===== config.mk =====
export PLATFORM = sky130hd
export DESIGN_NAME = regfile_wb_sequencer
export DESIGN_NICKNAME = d
export VERILOG_FILES = /design/src/rtl/regfile_wb_sequencer.sv
export SDC_FILE = /design/constraint.sdc
export NUM_CORES = 1
export LEC_CHECK = 0
export BUFFER_PORTS_ARGS = -buffer_cell sky130_fd_sc_hd__buf_2
export CAP_MARGIN = 15
export CORE_MARGIN = 5
export CORE_UTILIZATION = 49
export DETAILED_ROUTE_END_ITERATION = 8
export PLACE_DENSITY = 0.81
export RECOVER_POWER = 25
export SYNTH_ARGS = -nofsm -noshare
export SYNTH_HDL_FRONTEND = slang
export SYNTH_SLANG_ARGS = --single-unit

===== constraint.sdc =====
create_clock -name clk -period 2.1 [get_ports clk]
set_input_delay 0.105 -clock clk [delete_from_list [all_inputs] [get_ports clk]]
set_output_delay 0.105 -clock clk [all_outputs]
set_load 0.1 [all_outputs]

===== src/rtl/regfile_wb_sequencer.sv =====
// Writeback sequencer driving the register file write port (WE3/A3/WD3):
// ALU results, blocking load completion with extension, x0 suppression and RAW hazards.
// Optional macro WB_FWD_EN adds a writeback forwarding path (fwd1/fwd2/fwd_data).
module regfile_wb_sequencer #(
  parameter int Data_Width   = 32,
  parameter int addres_width = 5
) (
  input  logic                    clk,
  input  logic                    rst,
  input  logic                    ex_valid,
  input  logic                    ex_reg_write,
  input  logic                    ex_is_load,
  input  logic [addres_width-1:0] ex_rd,
  input  logic [Data_Width-1:0]   ex_result,
  input  logic [2:0]              ex_funct3,
  input  logic [1:0]              ex_addr_lo,
  input  logic                    mem_ready,
  input  logic [Data_Width-1:0]   mem_rdata,
  output logic                    WE3,
  output logic [addres_width-1:0] A3,
  output logic [Data_Width-1:0]   WD3,
  output logic                    stall,
  input  logic [addres_width-1:0] chk_a1,
  input  logic [addres_width-1:0] chk_a2,
  output logic                    hz1,
  output logic                    hz2
`ifdef WB_FWD_EN
  ,
  output logic                    fwd1,
  output logic                    fwd2,
  output logic [Data_Width-1:0]   fwd_data
`endif
);

  typedef enum logic {IDLE, WAIT_MEM} state_t;

  state_t                  state, state_d;
  logic [addres_width-1:0] pending_rd, pending_rd_d;
  logic [2:0]              pending_f3, pending_f3_d;
  logic [1:0]              pending_lo, pending_lo_d;
  logic                    pending_we, pending_we_d;
  logic                    we_d;
  logic [addres_width-1:0] a3_d;
  logic [Data_Width-1:0]   wd_d;

  // Byte lane from the low address bits, halfword lane from bit 1.
  function automatic logic [Data_Width-1:0] load_ext(input logic [2:0] f3,
                                                      input logic [1:0] lo,
                                                      input logic [Data_Width-1:0] w);
    logic [7:0]  b;
    logic [15:0] h;
    b = w[{lo, 3'b000} +: 8];
    h = w[{lo[1], 4'b0000} +: 16];
    case (f3)
      3'b000:  load_ext = {{(Data_Width-8){b[7]}}, b};
      3'b100:  load_ext = {{(Data_Width-8){1'b0}}, b};
      3'b001:  load_ext = {{(Data_Width-16){h[15]}}, h};
      3'b101:  load_ext = {{(Data_Width-16){1'b0}}, h};
      default: load_ext = w;
    endcase
  endfunction

  // NOTE: every always_comb output gets a default first so no path infers a latch.
  always_comb begin
    state_d      = state;
    pending_rd_d = pending_rd;
    pending_f3_d = pending_f3;
    pending_lo_d = pending_lo;
    pending_we_d = pending_we;
    we_d         = 1'b0;
    a3_d         = A3;
    wd_d         = WD3;
    case (state)
      IDLE: begin
        if (ex_valid && ex_is_load) begin
          pending_rd_d = ex_rd;
          pending_f3_d = ex_funct3;
          pending_lo_d = ex_addr_lo;
          pending_we_d = ex_reg_write && (ex_rd != '0);
          state_d      = WAIT_MEM;
        end else if (ex_valid && ex_reg_write) begin
          we_d = (ex_rd != '0);
          a3_d = ex_rd;
          wd_d = ex_result;
        end
      end
      WAIT_MEM: begin
        // Execute-side inputs are frozen by stall; only the cache response matters.
        if (mem_ready) begin
          we_d    = pending_we;
          a3_d    = pending_rd;
          wd_d    = load_ext(pending_f3, pending_lo, mem_rdata);
          state_d = IDLE;
        end
      end
      default: state_d = IDLE;
    endcase
  end

  // NOTE: sequential state uses non-blocking assignments so all registers update together.
  always_ff @(posedge clk) begin
    if (rst) begin
      state      <= IDLE;
      pending_rd <= '0;
      pending_f3 <= '0;
      pending_lo <= '0;
      pending_we <= 1'b0;
      WE3        <= 1'b0;
      A3         <= '0;
      WD3        <= '0;
    end else begin
      state      <= state_d;
      pending_rd <= pending_rd_d;
      pending_f3 <= pending_f3_d;
      pending_lo <= pending_lo_d;
      pending_we <= pending_we_d;
      WE3        <= we_d;
      A3         <= a3_d;
      WD3        <= wd_d;
    end
  end

  assign stall = (state == WAIT_MEM);

  // Term A: load still outstanding. Term B: write commits at the next edge,
  // so a same-cycle register file read would see the stale value.
  logic load_hit1, load_hit2, wb_hit1, wb_hit2;
  always_comb begin
    load_hit1 = stall && pending_we && (chk_a1 == pending_rd);
    load_hit2 = stall && pending_we && (chk_a2 == pending_rd);
    wb_hit1   = WE3 && (chk_a1 == A3);
    wb_hit2   = WE3 && (chk_a2 == A3);
  end

`ifdef WB_FWD_EN
  assign fwd1     = wb_hit1 && (chk_a1 != '0);
  assign fwd2     = wb_hit2 && (chk_a2 != '0);
  assign fwd_data = WD3;
  assign hz1      = load_hit1 && (chk_a1 != '0);
  assign hz2      = load_hit2 && (chk_a2 != '0);
`else
  assign hz1 = (load_hit1 || wb_hit1) && (chk_a1 != '0);
  assign hz2 = (load_hit2 || wb_hit2) && (chk_a2 != '0);
`endif

endmodule


==> results of run 1 <==
-- registers in the layout, indices dropped and copies added, names as in the netlist --
name,cells
WD3,32
A3,5
pending_rd,5
pending_f3,3
pending_lo,2
WE3,1
pending_we,1
stall,1
-- critical path, stage by stage (launching register included) --
cell,delay (ns)
sky130_fd_sc_hd__dfxtp_1,0.36
sky130_fd_sc_hd__xor2_1,0.17
sky130_fd_sc_hd__nor4_1,0.28
sky130_fd_sc_hd__nand4_1,0.18
sky130_fd_sc_hd__a21oi_4,0.15
sky130_fd_sc_hd__buf_2,0.43
-- repair_timing --
action / 4_1_cts / 5_1_grt
resized for setup: 0 / 1
setup endpoints to repair: 0 / 1
buffers inserted: 0 / 0
-- metal layers --
| layer | routed length (um) | up-vias | global-route usage | part of all wire |
|---|---|---|---|---|
| met5 | 0 | - | 0 | 0 |
| met4 | 151 | 0 | 0.0606 | 0.015 |
| met3 | 856 | 15 | 0.0483 | 0.083 |
| met2 | 4900 | 162 | 0.386 | 0.47 |
| met1 | 4460 | 1647 | 0.311 | 0.43 |
| li1 | - | 1649 | - | - |
-- cell type report --
type	instances	area, um^2
Fill cell	561	2340
Clock buffer	6	82.6
Tap cell	77	96.3
Sequential cell	50	1010
Multi-Input combinational cell	280	2110
Clock inverter	2	11.3
Inverter	4	15.0
Timing Repair Buffer	147	756
-- synth_stat cells (2+ instances only) --
cell type / count / area, um^2
sky130_fd_sc_hd__or2_1: 13 / 81.3
sky130_fd_sc_hd__o31ai_1: 2 / 15.0
sky130_fd_sc_hd__buf_6: 2 / 22.5
sky130_fd_sc_hd__a311oi_2: 2 / 30.0
sky130_fd_sc_hd__mux2_1: 6 / 67.6
sky130_fd_sc_hd__or2_2: 4 / 25.0
sky130_fd_sc_hd__clkbuf_1: 8 / 30.0
sky130_fd_sc_hd__nor4_1: 4 / 25.0
sky130_fd_sc_hd__nand3_1: 4 / 20.0
sky130_fd_sc_hd__a31oi_2: 10 / 125
sky130_fd_sc_hd__or4_1: 4 / 30.0
sky130_fd_sc_hd__o2bb2ai_1: 3 / 26.3
sky130_fd_sc_hd__nor2b_1: 2 / 12.5
sky130_fd_sc_hd__nand2_1: 7 / 26.3
sky130_fd_sc_hd__inv_1: 3 / 11.3
sky130_fd_sc_hd__nand3b_1: 4 / 30.0
sky130_fd_sc_hd__nor3b_1: 5 / 37.5
sky130_fd_sc_hd__a22oi_1: 35 / 263
sky130_fd_sc_hd__o311a_1: 5 / 50.1
sky130_fd_sc_hd__dfxtp_1: 50 / 1000
sky130_fd_sc_hd__nand4_1: 2 / 12.5
sky130_fd_sc_hd__a21oi_1: 12 / 60.1
sky130_fd_sc_hd__a31oi_1: 9 / 56.3
sky130_fd_sc_hd__a211oi_1: 10 / 75.1
sky130_fd_sc_hd__o21ai_0: 4 / 20.0
sky130_fd_sc_hd__buf_4: 5 / 37.5
sky130_fd_sc_hd__nor2_1: 33 / 124
sky130_fd_sc_hd__mux2i_1: 18 / 180
sky130_fd_sc_hd__o22ai_1: 8 / 50.1
sky130_fd_sc_hd__or3_1: 2 / 12.5
sky130_fd_sc_hd__a21oi_2: 2 / 17.5
sky130_fd_sc_hd__o2111ai_1: 2 / 17.5
sky130_fd_sc_hd__o41ai_1: 2 / 17.5
sky130_fd_sc_hd__xor2_1: 16 / 140
sky130_fd_sc_hd__buf_2: 16 / 80.1
sky130_fd_sc_hd__xnor2_1: 4 / 35.0
sky130_fd_sc_hd__o221ai_1: 6 / 52.6
sky130_fd_sc_hd__a311oi_1: 7 / 61.3
sky130_fd_sc_hd__nand2b_1: 17 / 106
sky130_fd_sc_hd__o21ai_1: 2 / 10.0
-- where the power goes --
part | switching [mW] | internal, mW | total, mW
Clock | 0.322 | 0.266 | 0.589
Combinational | 0.653 | 0.265 | 0.918
Sequential | 0.0618 | 1.01 | 1.07
-- kinds of logic after synthesis --
kind of cell,count (synthesis),share of synthesized area
and+or+nand+nor,107,0.184
AOI/OAI and AO/OA,127,0.312
buffers and inverters,37,0.0591
muxes,26,0.0858
xor gates and xnor gates,20,0.0534
DFF,50,0.305
-- per-stage QoR --
step,worst slack [ns],area [um^2]
after floorplan,0.0899,3310
after global placement,0.326,4020
after detailed placement,0.239,4020
after CTS,0.106,4110
after global routing,0.0173,4090
final,0.115,4090
-- placed cells by master, fill, tap and decap left out, types with 3 or more instances in the layout --
| cell | netlist | layout |
|---|---|---|
| sky130_fd_sc_hd__buf_4 | 5 | 17 |
| sky130_fd_sc_hd__clkbuf_8 | 0 | 6 |
| sky130_fd_sc_hd__a22oi_1 | 35 | 35 |
| sky130_fd_sc_hd__inv_1 | 3 | 3 |
| sky130_fd_sc_hd__o2bb2ai_1 | 3 | 3 |
| sky130_fd_sc_hd__a31oi_1 | 9 | 9 |
| sky130_fd_sc_hd__nand2b_1 | 17 | 17 |
| sky130_fd_sc_hd__o221ai_1 | 6 | 6 |
| sky130_fd_sc_hd__clkbuf_1 | 8 | 20 |
| sky130_fd_sc_hd__xor2_1 | 16 | 16 |
| sky130_fd_sc_hd__or2_2 | 4 | 4 |
| sky130_fd_sc_hd__dfxtp_1 | 50 | 44 |
| sky130_fd_sc_hd__nand3_1 | 4 | 4 |
| sky130_fd_sc_hd__dfxtp_2 | 0 | 5 |
| sky130_fd_sc_hd__mux2i_1 | 18 | 18 |
| sky130_fd_sc_hd__a31oi_2 | 10 | 10 |
| sky130_fd_sc_hd__a211oi_1 | 10 | 10 |
| sky130_fd_sc_hd__xnor2_1 | 4 | 4 |
| sky130_fd_sc_hd__or4_1 | 4 | 4 |
| sky130_fd_sc_hd__o22ai_1 | 8 | 8 |
| sky130_fd_sc_hd__buf_2 | 16 | 109 |
| sky130_fd_sc_hd__nor4_1 | 4 | 4 |
| sky130_fd_sc_hd__or2_1 | 13 | 13 |
| sky130_fd_sc_hd__o311a_1 | 5 | 5 |
| sky130_fd_sc_hd__a311oi_1 | 7 | 7 |
| sky130_fd_sc_hd__nor3b_1 | 5 | 5 |
| sky130_fd_sc_hd__o21ai_0 | 4 | 4 |
| sky130_fd_sc_hd__nand3b_1 | 4 | 4 |
| sky130_fd_sc_hd__a21oi_1 | 12 | 10 |
| sky130_fd_sc_hd__nand2_1 | 7 | 7 |
| sky130_fd_sc_hd__mux2_1 | 6 | 6 |
| sky130_fd_sc_hd__nor2_1 | 33 | 33 |
-- final timing paths --
check,cells after the start,slack (ns),end
setup / recovery,5,0.12,hz1
hold / removal,3,0.05,pending_f3[0]
setup reg to reg,4,0.18,WD3[1]
hold reg to reg,2,0.49,WD3[15]
==> results.md, run 1 <==
* GR Util All Layers at 0.233
* Number of standard cells after synthesis at 367
* Post-synthesis register bit count at 50
* Share of layout cells above drive strength 1 at 0.346
* Number of primary I/O pins at 131
* Final non-filler cell total at ~570
* Net count of the finished layout at 578
* Setup Viol. Count Final at 0
* Number of iterations in the first detailed-routing pass at 5
* CP Capture Type: output port
* Post-synthesis net count at roughly 460
* Sum of negative setup slack at 0 ns
* Routed WL at 10400 um
* Clk pin slew, worst setup/hold paths at 0.09 ns
* Clock buffers created by TritonCTS at 5
* Area of the die at 0.00843 mm^2
* Portion of the post-synthesis area used by sequential elements at 0.305
* Cell row count at 29
* Hold path startpoint: ex_funct3[0]
* Number of inserted diodes at 0
* Post-detailed-route wirelength per cell at around 18 um
* Start point of the critical path: pending_rd[3]
* Status: completed
* HPWL after detailed placement at 7980 um
* Placeable core region at 0.00642 mm^2
* Number of warning messages in the yosys log at 0
* Worst Skew at 0.0113 ns
* Cell chosen for the clock root: sky130_fd_sc_hd__clkbuf_8
* Horizontal die dimension at 91.8 um
* Vias after detailed routing at roughly 3500
* Class of the worst hold path: input port to flop
* Unique masters post-synth at 57
* Overflow after GRT at 0
* Post-cts hold buffer count at 0
* Required time reported for the critical path endpoint at 2.00 ns
* Via count of the first global-routing pass at approximately 3400
* Post-Route Hold Slack at 0.0452 ns
* Unrepaired setup endpoints after global routing: no
* Peak Freq at 504 MHz
* Cell count after placement at 558
* Antenna violations before repair at 0
* Final critical-path share of the clock period at 0.945
* Worst slew pin tran at around 1.2 ns
* Antenna Violating Nets Remaining at 0
* I/O Buffers at 130
* Count of flip-flops with a built-in enable after synthesis at 0
* Final Hold Violating Endpoints at 0
* Static leakage at around 1.7 nW
* Prevailing post-synth register cell: sky130_fd_sc_hd__dfxtp_1
* MaxCap Viol Count at 0
* CTS tree: yes
* Clock Sinks at 50
* Largest net degree at the start of global routing at 33
* Pins Over Slew Limit at 0
* Fraction of registers with async set or reset after synthesis at 0
* Worst slew slack as a fraction of its limit at 0.204
* Effective utilization at floorplan at 0.511
* Violation count after the first detailed-route iteration at ~250
* Type of the worst setup path: flop to output port
* Cell area after synthesis at 0.00328 mm^2
* Peak fanout along the critical path at 4
* Mapped Avg Cell Area at 8.94 um^2
* Maximum VDD drop at 0.418 mV
* Crit path launch type: flop
* H-Tree Depth at 2
* Worst endpoint data arrival time at 1.88 ns
* Number of vias per cell after detailed routing at around 6.1
* Total Power at 2.58 mW
* Core occupancy in the finished layout at 0.636
* DRC at 0
* Global-route wire length before repair at 16400 um
* Clock network latency to the later pin of the worst-skew pair at 0.31 ns
* Start of the worst register-to-register path: pending_lo[0]
* Total power per unit cell area at between 600 and 700 mW/mm^2
* Clock Tree Buf Depth at 2
* Vertical extent of the die at 91.8 um
* Post-layout min period at 1.98 ns
* Relative area change from synthesis to final layout at 24.6%
* Global placement routability congestion at approximately 0.9
(Power assumes the default switching activity.)
==> run 2, diff against run 1 <==
--- a/config.mk
+++ b/config.mk
@@ -8,9 +8,9 @@
 export BUFFER_PORTS_ARGS = -buffer_cell sky130_fd_sc_hd__buf_2
 export CAP_MARGIN = 15
 export CORE_MARGIN = 5
-export CORE_UTILIZATION = 49
+export CORE_UTILIZATION = 53
 export DETAILED_ROUTE_END_ITERATION = 8
-export PLACE_DENSITY = 0.81
+export PLACE_DENSITY = 0.86
 export RECOVER_POWER = 25
 export SYNTH_ARGS = -nofsm -noshare
 export SYNTH_HDL_FRONTEND = slang
==> constraint.sdc (replaced) <==
create_clock -name clk -period 2.3 [get_ports clk]
set_input_delay 0.115 -clock clk [delete_from_list [all_inputs] [get_ports clk]]
set_output_delay 0.115 -clock clk [all_outputs]
set_load 0.1 [all_outputs]
==> run 2 against run 1 <==
- register-to-register slack gained 0.23 ns
- largest cell class unchanged
- final cell count down 1.4%
- largest power group unchanged
- count of clock-buffer cells in the layout unchanged
==> results.md, run 2 (synthesized netlist as in run 1, its figures left out) <==
* Placeable core region at 0.00596 mm^2
* Worst stage delay on the critical path at 0.44 ns
* Cell row count at 28
* Antenna violations before repair at 0
* Part of the total power dissipated in sequential elements at 0.400
* Switching share of power at 0.391
* Peak fanout along the critical path at 36
* Share of layout cells above drive strength 1 at 0.323
* Sum of negative setup slack at 0 ns
* Total power per unit cell area at 598 mW/mm^2
* Relative area change from synthesis to final layout at 23.7%
* Violation count after the first detailed-route iteration at 346
* Leading cell types in the layout, fill and taps excluded: sky130_fd_sc_hd__buf_2, sky130_fd_sc_hd__dfxtp_1, sky130_fd_sc_hd__a22oi_1
* GR Util All Layers at 0.250
* Quantity of gates resized following cts at 0
* Largest net degree at the start of global routing at 39
* CP top delay family: buffers and inverters
* Clock Sinks at 50
* CP most frequent cell: sky130_fd_sc_hd__buf_4
* FF-to-FF setup slack at slightly above 0.4 ns
* Worst Skew at 0.00852 ns
* Post-cts hold buffer count at 0
* Setup slack of the critical path after layout at ~0.20 ns
* Worst endpoint data arrival time at 1.99 ns
* Required time reported for the critical path endpoint at 2.18 ns
* List of cells traversed by the critical path: buf_4, buf_4, nand4_1, a21oi_4, buf_12
* Vias after detailed routing at ~3500
* Number of inserted diodes at 0
* Post-detailed-route wirelength per cell at 18.0 um
* Status: completed
* Area of the die at 0.00786 mm^2
* Worst slew slack as a fraction of its limit at 0.215
* Unrepaired setup endpoints after global routing: no
* Global-route wire length before repair at about 16000 um
* I/O Buffers at 130
* Global placement routability congestion at 0.913
* Maximum VDD drop at 0.425 mV
* Crit path launch type: flop
* Endpoint of the worst-slack reg-to-reg timing path: WD3[0]
* Hold path startpoint: ex_addr_lo[1]
* Worst slew pin tran at roughly 1.2 ns
* Number of vias per cell after detailed routing at 6.22
* Number of flip-flops under the largest register name at 32
* Routed WL at slightly above 10000 um
* Static leakage at about 1.7 nW
* Start of the worst register-to-register path: pending_f3[0]
* Clk pin slew, worst setup/hold paths at 0.09 ns
* Hold worst-path end: pending_lo[1]
* Horizontal die dimension at between 80 and 90 um
* Post-CTS Repair Setup Buffers at 0
* Number of iterations in the first detailed-routing pass at 5
* Antenna Violating Nets Remaining at 0
* Clock buffers created by TritonCTS at 5
* Clock network latency to the later pin of the worst-skew pair at roughly 0.31 ns
* H-Tree Depth at 2
* CTS tree: yes
* DRC at 0
* Overflow after GRT at 0
* Vertical extent of the die at 88.7 um
* Number of primary I/O pins at 131
* Class of the worst hold path: input port to flop
* HPWL after detailed placement at 7690 um
* Switching power total at between 0.9 and 1 mW
* Portion of total power attributed to the clock network at 0.258
* Register name with the most flops: WD3
* Hold Path Cell Cnt at 3
* Commonest non-fill, non-tap cell in the layout: sky130_fd_sc_hd__buf_2
* Pins Over Slew Limit at 0
* Effective utilization at floorplan at 0.551
* Post-layout min period at 2.10 ns
* Via count of the first global-routing pass at 3238
* Setup Viol. Count Final at 0
* Internal Pwr Total at 1.48 mW
* Length in cells of the worst reg-to-reg path at 4
* Net count of the finished layout at 572
* MaxCap Viol Count at 0
* Final Hold Violating Endpoints at 0
* Cell chosen for the clock root: sky130_fd_sc_hd__clkbuf_8
* Type of the worst setup path: flop to output port
* Portion of total power attributed to combinational logic at 0.342
* CP Capture Type: output port
* Peak Freq at 476 MHz
* Final critical-path share of the clock period at 0.914
* Clock Tree Buf Depth at 2
* Cell type of the slowest stage on the worst timing path: sky130_fd_sc_hd__dfxtp_1
* Count of fill cells added during filler insertion at 499
* Combined buffer and inverter count along the critical path at 3
* Dpl ws at 0.453 ns
* Largest registers: WD3 (32), A3 (5), pending_rd (5)
## run 2: power groups by stage
| stage | Clock [mW] | Combinational [mW] | Sequential [mW] |
|---|---|---|---|
| finish | 0.625 | 0.829 | 0.971 |
| global route | 0.664 | 0.880 | 0.978 |
| CTS | 0.624 | 0.832 | 0.969 |
| detailed placement | 0 | 0.829 | 0.989 |
| global placement | 0 | 0.815 | 0.987 |
| floorplan | 0 | 0.322 | 1.29 |
## run 2: worst max-delay path by stage
stage,from,cells past startpoint,to
final,stall,5,hz2
after global routing,stall,5,hz2
after CTS,pending_rd[3],5,hz1
after detailed placement,pending_f3[0],4,WD3[0]
after global placement,pending_f3[1],3,WD3[31]
after floorplan,A3[0],4,hz2
## run 2: layout make-up
type / instances / area (um^2) / share of cell area
clock buffer: 6 / 72.6 / 0.0179
clock inverter: 2 / 37.5 / 0.00925
inverter: 4 / 15.0 / 0.00370
multi-input combinational: 280 / 2110 / 0.521
sequential: 50 / 1000 / 0.247
tap: 75 / 93.8 / 0.0231
timing repair buffer: 141 / 722 / 0.178
## run 2: stage by stage
step	hold slack [ns]	total power [mW]	instances	util	area (um^2)
CTS	0.0557	2.42	558	0.686	4090
global placement	0.346	1.80	550	0.667	3980
global route	0.0570	2.52	558	0.681	4060
finish	0.0561	2.43	558	0.681	4060
detailed placement	0.368	1.82	550	0.667	3980
floorplan	0.259	1.61	367	-	3300
## run 2: per-layer routing
layer  share of wire  global-route usage  up-vias
met2            0.46               0.406      212
li1                -                   -     1635
met3            0.11              0.0512       20
met5               0                   0        -
met1            0.41               0.337     1606
met4           0.016              0.0687        0
## run 2: worst min-delay path: stages
cell and delay, ns:
sky130_fd_sc_hd__buf_2 0.08, sky130_fd_sc_hd__mux2i_1 0.06, sky130_fd_sc_hd__nor2_1 0.07
